===== src/rtl/vlc_tz_decoder.sv =====
// Bit-serial total_zeros VLC decoder: one bit per cycle in, {value, length, error} out.
// Optional symbol/bit statistics counters are enabled with VLC_TZ_DECODER_STATS_EN.
module vlc_tz_decoder #(
  parameter int VAL_W   = 4,
  parameter int LEN_W   = 4,
  parameter int MAX_LEN = 9
) (
  input  logic             clk,
  input  logic             rst,
  input  logic             cmd_valid,
  output logic             cmd_ready,
  input  logic             cmd_tbl,
  input  logic             bit_valid,
  output logic             bit_ready,
  input  logic             bit_in,
  output logic             val_valid,
  input  logic             val_ready,
  output logic [VAL_W-1:0] val_out,
  output logic [LEN_W-1:0] len_out,
  output logic             err_out
`ifdef VLC_TZ_DECODER_STATS_EN
  ,
  output logic [15:0]      sym_cnt,
  output logic [19:0]      bit_cnt
`endif
);

  typedef enum logic [1:0] {IDLE, SHIFT, OUT} state_t;

  state_t             state, state_nxt;
  logic               tbl;
  logic [MAX_LEN-2:0] prefix;
  logic [LEN_W-1:0]   cnt;
  logic [MAX_LEN-1:0] code;
  logic [LEN_W-1:0]   n;
  logic               hit, err_hit;
  logic [VAL_W-1:0]   val_hit;

  // Bits above the current code length are always zero because prefix is cleared per command.
  function automatic logic [VAL_W+1:0] decode_code(input logic t,
                                                   input logic [MAX_LEN-1:0] c,
                                                   input logic [LEN_W-1:0] len);
    int               ci, ni;
    logic             h, e;
    logic [VAL_W-1:0] v;
    ci = int'(c);
    ni = int'(len);
    h  = 1'b0;
    e  = 1'b0;
    v  = '0;
    if (!t) begin
      if (ni == 1 && ci == 1) begin
        h = 1'b1;
      end else if (ni >= 3 && ni <= MAX_LEN && c[1] && (ci >> 2) == 0) begin
        h = 1'b1;
        v = VAL_W'(2 * (ni - 2) - (ci % 2));
      end else if (ni == MAX_LEN) begin
        h = 1'b1;
        e = (ci == 0);
        v = e ? '0 : VAL_W'(15);
      end
    end else begin
      if (ni == 3 && ci >= 3) begin
        h = 1'b1;
        v = VAL_W'(7 - ci);
      end else if (ni == 4 && ci >= 2 && ci <= 5) begin
        h = 1'b1;
        v = VAL_W'(10 - ci);
      end else if (ni == 5 && ci >= 2 && ci <= 3) begin
        h = 1'b1;
        v = VAL_W'(12 - ci);
      end else if (ni == 6 && ci <= 3) begin
        h = 1'b1;
        v = VAL_W'(14 - ci);
      end
    end
    return {h, e, v};
  endfunction

  assign code = {prefix, bit_in};
  assign n    = cnt + 1'b1;
  assign {hit, err_hit, val_hit} = decode_code(tbl, code, n);

  always_ff @(posedge clk or posedge rst) begin
    if (rst) state <= IDLE;
    else     state <= state_nxt;
  end

  always_comb begin
    state_nxt = state;
    cmd_ready = 1'b0;
    bit_ready = 1'b0;
    val_valid = 1'b0;
    case (state)
      IDLE: begin
        cmd_ready = 1'b1;
        if (cmd_valid) state_nxt = SHIFT;
      end
      SHIFT: begin
        bit_ready = 1'b1;
        if (bit_valid && hit) state_nxt = OUT;
      end
      OUT: begin
        val_valid = 1'b1;
        if (val_ready) state_nxt = IDLE;
      end
      default: state_nxt = IDLE;
    endcase
  end

  always_ff @(posedge clk or posedge rst) begin
    if (rst) begin
      tbl     <= 1'b0;
      prefix  <= '0;
      cnt     <= '0;
      val_out <= '0;
      len_out <= '0;
      err_out <= 1'b0;
    end else begin
      if (state == IDLE && cmd_valid) begin
        tbl    <= cmd_tbl;
        prefix <= '0;
        cnt    <= '0;
      end
      if (state == SHIFT && bit_valid) begin
        prefix <= code[MAX_LEN-2:0];
        cnt    <= n;
        if (hit) begin
          val_out <= val_hit;
          len_out <= n;
          err_out <= err_hit;
        end
      end
    end
  end

`ifdef VLC_TZ_DECODER_STATS_EN
  // Counters advance on every delivered symbol, including illegal-code reports.
  always_ff @(posedge clk or posedge rst) begin
    if (rst) begin
      sym_cnt <= '0;
      bit_cnt <= '0;
    end else if (val_valid && val_ready) begin
      sym_cnt <= sym_cnt + 16'd1;
      bit_cnt <= bit_cnt + 20'(len_out);
    end
  end
`endif

endmodule


===== config.mk =====
export PLATFORM = sky130hd
export DESIGN_NAME = vlc_tz_decoder
export DESIGN_NICKNAME = d
export VERILOG_FILES = /design/src/rtl/vlc_tz_decoder.sv
export SDC_FILE = /design/constraint.sdc
export NUM_CORES = 1
export LEC_CHECK = 0
export CORE_MARGIN = 1
export CORE_UTILIZATION = 35
export CTS_BUF_LIST = sky130_fd_sc_hd__clkbuf_8 sky130_fd_sc_hd__clkbuf_16
export CTS_CLUSTER_DIAMETER = 150
export DETAILED_ROUTE_END_ITERATION = 10
export PLACE_DENSITY = 0.55
export SYNTH_ARGS = -nofsm -noshare
export SYNTH_HDL_FRONTEND = slang
export SYNTH_SLANG_ARGS = --single-unit

===== constraint.sdc =====
create_clock -name clk -period 6.9 [get_ports clk]
set_clock_uncertainty 0.1 [all_clocks]
set_input_delay 1.725 -clock clk [delete_from_list [all_inputs] [get_ports clk]]
set_output_delay 1.725 -clock clk [all_outputs]
set_load 0.02 [all_outputs]

# After elaboration in Yosys (flattened, before gate mapping)
# Cells that the tools add are included.
[totals] ff_bits=24 out_inout_bits=12 elab_cells=83 inputBits=7
[op_classes] muxes=32 n_eq_ne=12 n_lt_le_gt_ge=6 n_reduce_logical=19 addsub=7
[ops] op="2-to-1 mux 4 bit" n=11
[ops] op="logical NOT 32 bit" n=1
[ops] op="greater-or-equal comparator 9 x 2 -> 1 bit (second input constant)" n=2
[ops] op="equality test 4 bit (second input constant)" n=4
[ops] op="2-to-1 mux 8 bit" n=2
[ops] op="2-to-1 mux 1 bit" n=15
[ops] op="logical AND 1 bit" n=13
[ops] op="subtractor 4 bit (first input constant)" n=3
[ops] op="equality test 9 x 2 -> 1 bit (second input constant)" n=1
[ops] op="less-or-equal comparator 9 x 2 -> 1 bit (second input constant)" n=1
[ops] op="less-or-equal comparator 9 x 3 -> 1 bit (second input constant)" n=1
[ops] op="logical NOT 9 bit" n=1
[ops] op="2-to-1 mux 2 bit" n=3
[ops] op="!= test 2 bit (second input constant)" n=3
[ops] op="one-hot mux 2 bit (3 select lines)" n=1
[ops] op="adder 4 x 1 -> 4 bit (second input constant)" n=1
[ops] op="equality test 4 x 2 -> 1 bit (second input constant)" n=1
[ops] op="equality test 4 x 3 -> 1 bit (second input constant)" n=1
[ops] op="greater-or-equal comparator 4 x 2 -> 1 bit (second input constant)" n=1
[ops] op="less-or-equal comparator 4 bit (second input constant)" n=1
[ops] op="subtractor 3 x 4 -> 4 bit (first input constant)" n=1
[ops] op="subtractor 4 x 2 -> 4 bit" n=1
[ops] op="AND reduction 3 bit" n=1
[ops] op="subtractor 3 x 2 -> 3 bit (second input constant)" n=1
[ops] op="other kinds (5)" n=5

# Longest topological paths before layout
[depth] ltp_word=11 depth_mapped=11 ltp_nobuf=9

# Worst setup path after synthesis
# OpenSTA, ideal clock, no wires.
[synth_timing] path_type="in2reg" start="in bit_in" end="reg len_out[1]" required_time_ps=6675 n_path_buf=0 stages=7 t_arrival_ps=3235 slack_ps=3441 cell_sequence="ha_1 > nand2b_1 > o221a_2 > o211ai_1 > nand2_1 > o221ai_4 > mux2_2"
[synth_between] elab_chain_cells=8 elab_cells_between_ends=19 classes_between="order compare: 4; eq/ne: 1; mux: 6; reduce/logical: 8"
[synth_rtl] item="start, declared" line="15" source="input logic bit_in,"
[synth_rtl] item="less-or-equal comparator 9 x 2 -> 1 bit or greater-or-equal comparator 9 x 2 -> 1 bit (tied branches)" line="69, 72, 66"
[synth_rtl] item="logical AND 1 bit (on tied branches)" line="72, 69"
[synth_rtl] item="2-to-1 mux 1 bit or logical AND 1 bit (tied branches)" line="72, 69"
[synth_rtl] item="2-to-1 mux 1 bit" line="69" source="end else if (ni == 5 && ci >= 2 && ci <= 3) begin"
[synth_rtl] item="2-to-1 mux 1 bit" line="66" source="end else if (ni == 4 && ci >= 2 && ci <= 5) begin"
[synth_rtl] item="2-to-1 mux 1 bit" line="63" source="if (ni == 3 && ci >= 3) begin"
[synth_rtl] item="2-to-1 mux 1 bit (*)" line="51" source="if (!t) begin"
[synth_rtl] item="AND reduction 2 bit (no line) (*)"
[synth_rtl] item="end signal, assigned" line="130" source="len_out <= n;"
[synth_rtl] item="end, declared" line="19" source="output logic [LEN_W-1:0] len_out,"
# Every way passes the cells marked *; elsewhere a longest branch is shown, timed or not.
# A chain may end at the register's enable or synchronous reset.

# Worst setup path after layout
# Same ends and word-level chain as after synthesis.

==> flow_metrics.tcl <==
set metrics [dict create \
    drv_cap 0 \
    crit_fanout 17 \
    clk_pin_slew_ns 0.08 \
    critPathCaptureType "register" \
    port_buffers 18 \
    grt_use_total_pct 16.85 \
    cts_resized 0 \
    worstPathArrival_ns 4.29 \
    fillers 457 \
    status "completed" \
    ant_nets 0 \
    crit_type "in -> reg" \
    synth_seq_area_share_pct 34.78 \
    slew_viol_final 0 \
    synth_edf_count 0 \
    ys_types 51 \
    grt-ovfl-total 0 \
    core-area_um2 4723 \
    drive_above_1_share_pct 11.73 \
    routed_wl_mm 4.123 \
    post_cts_buffers 0 \
    wl_per_cell_um 15.68 \
    antenna_found_initial 0 \
    dieArea_um2 5218 \
    clockBufferDepth 2 \
    dieHeight_um 72.24 \
    cts_tree "done" \
    start_util_pct 36.56 \
    avgSynthCellArea_um2 9.540 \
    syn_to_final_growth_pct 14.93 \
    h-tree-depth 1 \
    timing.setup.tns_ns 0 \
    crit_chain "clkdlybuf4s50_1 -> ha_1 -> nand2b_1 -> o221a_2 -> o211ai_1 -> nand2_1 -> o221ai_4 -> mux2_2" \
    grt_max_degree 25 \
    drc 0 \
    dp_hpwl_mm 3.165 \
    worstMarginPinSlew_ns 0.9276 \
    root_buffer "clkbuf_8" \
    vdd_drop_max_mv 0.2542 \
    whs_ns 0.3893 \
    syn_inst 181 \
    cp-start-kind "primary input" \
    slew_headroom_pct 37.97 \
    synthArstFlopShare_pct 100.0 \
    period_needed_ns 4.232 \
    dr_total_vias 1423 \
    io-pin-count 19 \
    syn_area_um2 1727 \
    fmax_mhz 236.3 \
    viasPerCell 5.411 \
    core.rowCount 25 \
    grt_pass1_vias 1402 \
    die_w_um 72.24 \
    period_share_pct 61.34 \
    ys.flop_type "dfrtp_1" \
    hold_viol 0 \
    p_per_area_nw_per_um2 479.6 \
    synthesis.nets 199 \
    numCtsBuffers 3 \
    rsz0062_at_grt "false" \
    ys_warn_count 0 \
    finalNetCount 215 \
    drt_pass1_iterations 4 \
    path_buf_inv 1 \
    power_leakage_nw 0.8412 \
    antennaDiodeCount 0 \
    grt_first_pass_wirelength_mm 6.831 \
    ys_ff_latch 24 \
    cpLargestDelayFamily "compound AO/OA/AOI/OAI gates" \
    clk_latency_ns 0.26 \
    gp_congestion 0.8840 \
    regArea_um2 600.6 \
    cpPeakStageDelay_ns 0.62 \
    crit_slowest_cell "clkdlybuf4s50_1" \
    worstPathRequired_ns 6.96 \
    multi_input_area_um2 1020 \
    setup_violations 0 \
    cts_sinks 24 \
    drtIter0Drc 102 \
    hold_class "reg -> reg" \
    cts-hold-fix-buffers 0 \
    r2r_slack_ns 3.94 \
]
registers in the layout, indices dropped and copies added, names as in the netlist:
name     cells
cnt          4
err_out      1
len_out      4
prefix       8
state        2
tbl          1
val_out      4
worst min-delay path, delay by kind of cell, from the launching register on:
kind            cells  cell delay [ns]
compound gates      1             0.06
simple gates        1             0.05
flops               1             0.35
logic make-up (layout without fill, tap and decap cells):
kind of cell,Yosys count,in the layout,synth area share [%]
AND/OR/NAND/NOR,59,59,19.35
AO/OA/AOI/OAI,57,57,25.44
flip-flops,24,24,34.78
buffers and inverters,19,34,6.159
adder cells (fa/ha/maj),11,11,7.971
multiplexers,6,6,3.768
XOR/XNOR,5,5,2.537
stage by stage:
| step | std cells | utilization [%] | worst slack [ns] | instance area [µm²] | total power, mW |
|---|---|---|---|---|---|
| after floorplan | 181 | - | 3.441 | 1727 | 0.7068 |
| after global placement | 259 | 40.85 | 2.480 | 1929 | 0.8477 |
| after detailed placement | 259 | 40.85 | 2.393 | 1929 | 0.8571 |
| after CTS | 263 | 42.01 | 2.665 | 1984 | 0.9568 |
| after global routing | 263 | 42.01 | 2.492 | 1984 | 1.028 |
| final | 263 | 42.01 | 2.668 | 1984 | 0.9518 |
report_power, final:
part,switching [mW],internal [mW]
Sequential,0.0931,0.197
Combinational,0.319,0.250
Clock,0.0422,0.0509
final timing paths:
| kind | from | cells past startpoint | endpoint |
|---|---|---|---|
| worst max-delay path | bit_in | 8 | len_out[1] |
| worst min register to register | err_out | 2 | err_out |
| worst max register to register | cnt[0] | 7 | len_out[1] |
| min in group asynchronous | rst | 2 | state[1] |
| worst min-delay path | err_out | 2 | err_out |
| max in group asynchronous | rst | 2 | prefix[0] |
cells in the final DEF (no fill, tap or decap), drive strengths merged, types with 2 or more instances in the layout:
cell	count
o211a	2
o221ai	2
o21ai	17
clkbuf	4
xor2	3
a31o	2
o31ai	3
o22ai	2
clkdlybuf4s50	18
nand2b	4
xnor2	2
mux2	4
a22o	7
nor2b	3
inv	12
a21oi	7
nor3	6
dfrtp	24
mux2i	2
ha	11
o211ai	3
and2	3
nor2	8
a31oi	2
nand2	21
nand3	5
cell usage after synthesis, drive strengths merged, types with 2 or more instances:
cell type | instances | share of area (%)
buf | 6 | 3.3
dfrtp | 24 | 35
o211a | 2 | 1.2
a22o | 7 | 3.7
nand2b | 4 | 1.4
a21oi | 7 | 2.0
nor2b | 3 | 1.1
and2 | 3 | 1.1
a31oi | 2 | 0.72
o22ai | 2 | 0.72
mux2i | 2 | 1.2
nor3 | 6 | 1.7
mux2 | 4 | 2.6
nor2 | 8 | 1.7
xor2 | 3 | 1.5
nand3 | 5 | 1.4
a31o | 2 | 1.0
ha | 11 | 8.0
xnor2 | 2 | 1.0
o221ai | 2 | 2.0
nand2 | 21 | 4.6
o21ai | 17 | 5.1
o211ai | 3 | 1.3
inv | 12 | 2.6
o31ai | 3 | 1.3
routing by layer:
| metal | vias up | part of all wire [%] | track usage, % |
|---|---|---|---|
| met1 | 702 | 49 | 22.59 |
| met3 | 4 | 2.7 | 2.778 |
| met4 | 0 | 0.87 | 3.486 |
| met5 | - | 0 | 0 |
| met2 | 27 | 47 | 28.66 |
| li1 | 690 | - | - |
layout make-up:
cell class / instances / area share [%]
timing repair buffer: 18 / 9.079
inverter: 12 / 2.270
clock buffer: 4 / 2.774
multi-input combinational: 138 / 51.39
tap: 67 / 4.224
sequential: 24 / 30.26
No activity file was read; power rests on OpenSTA's default activity.
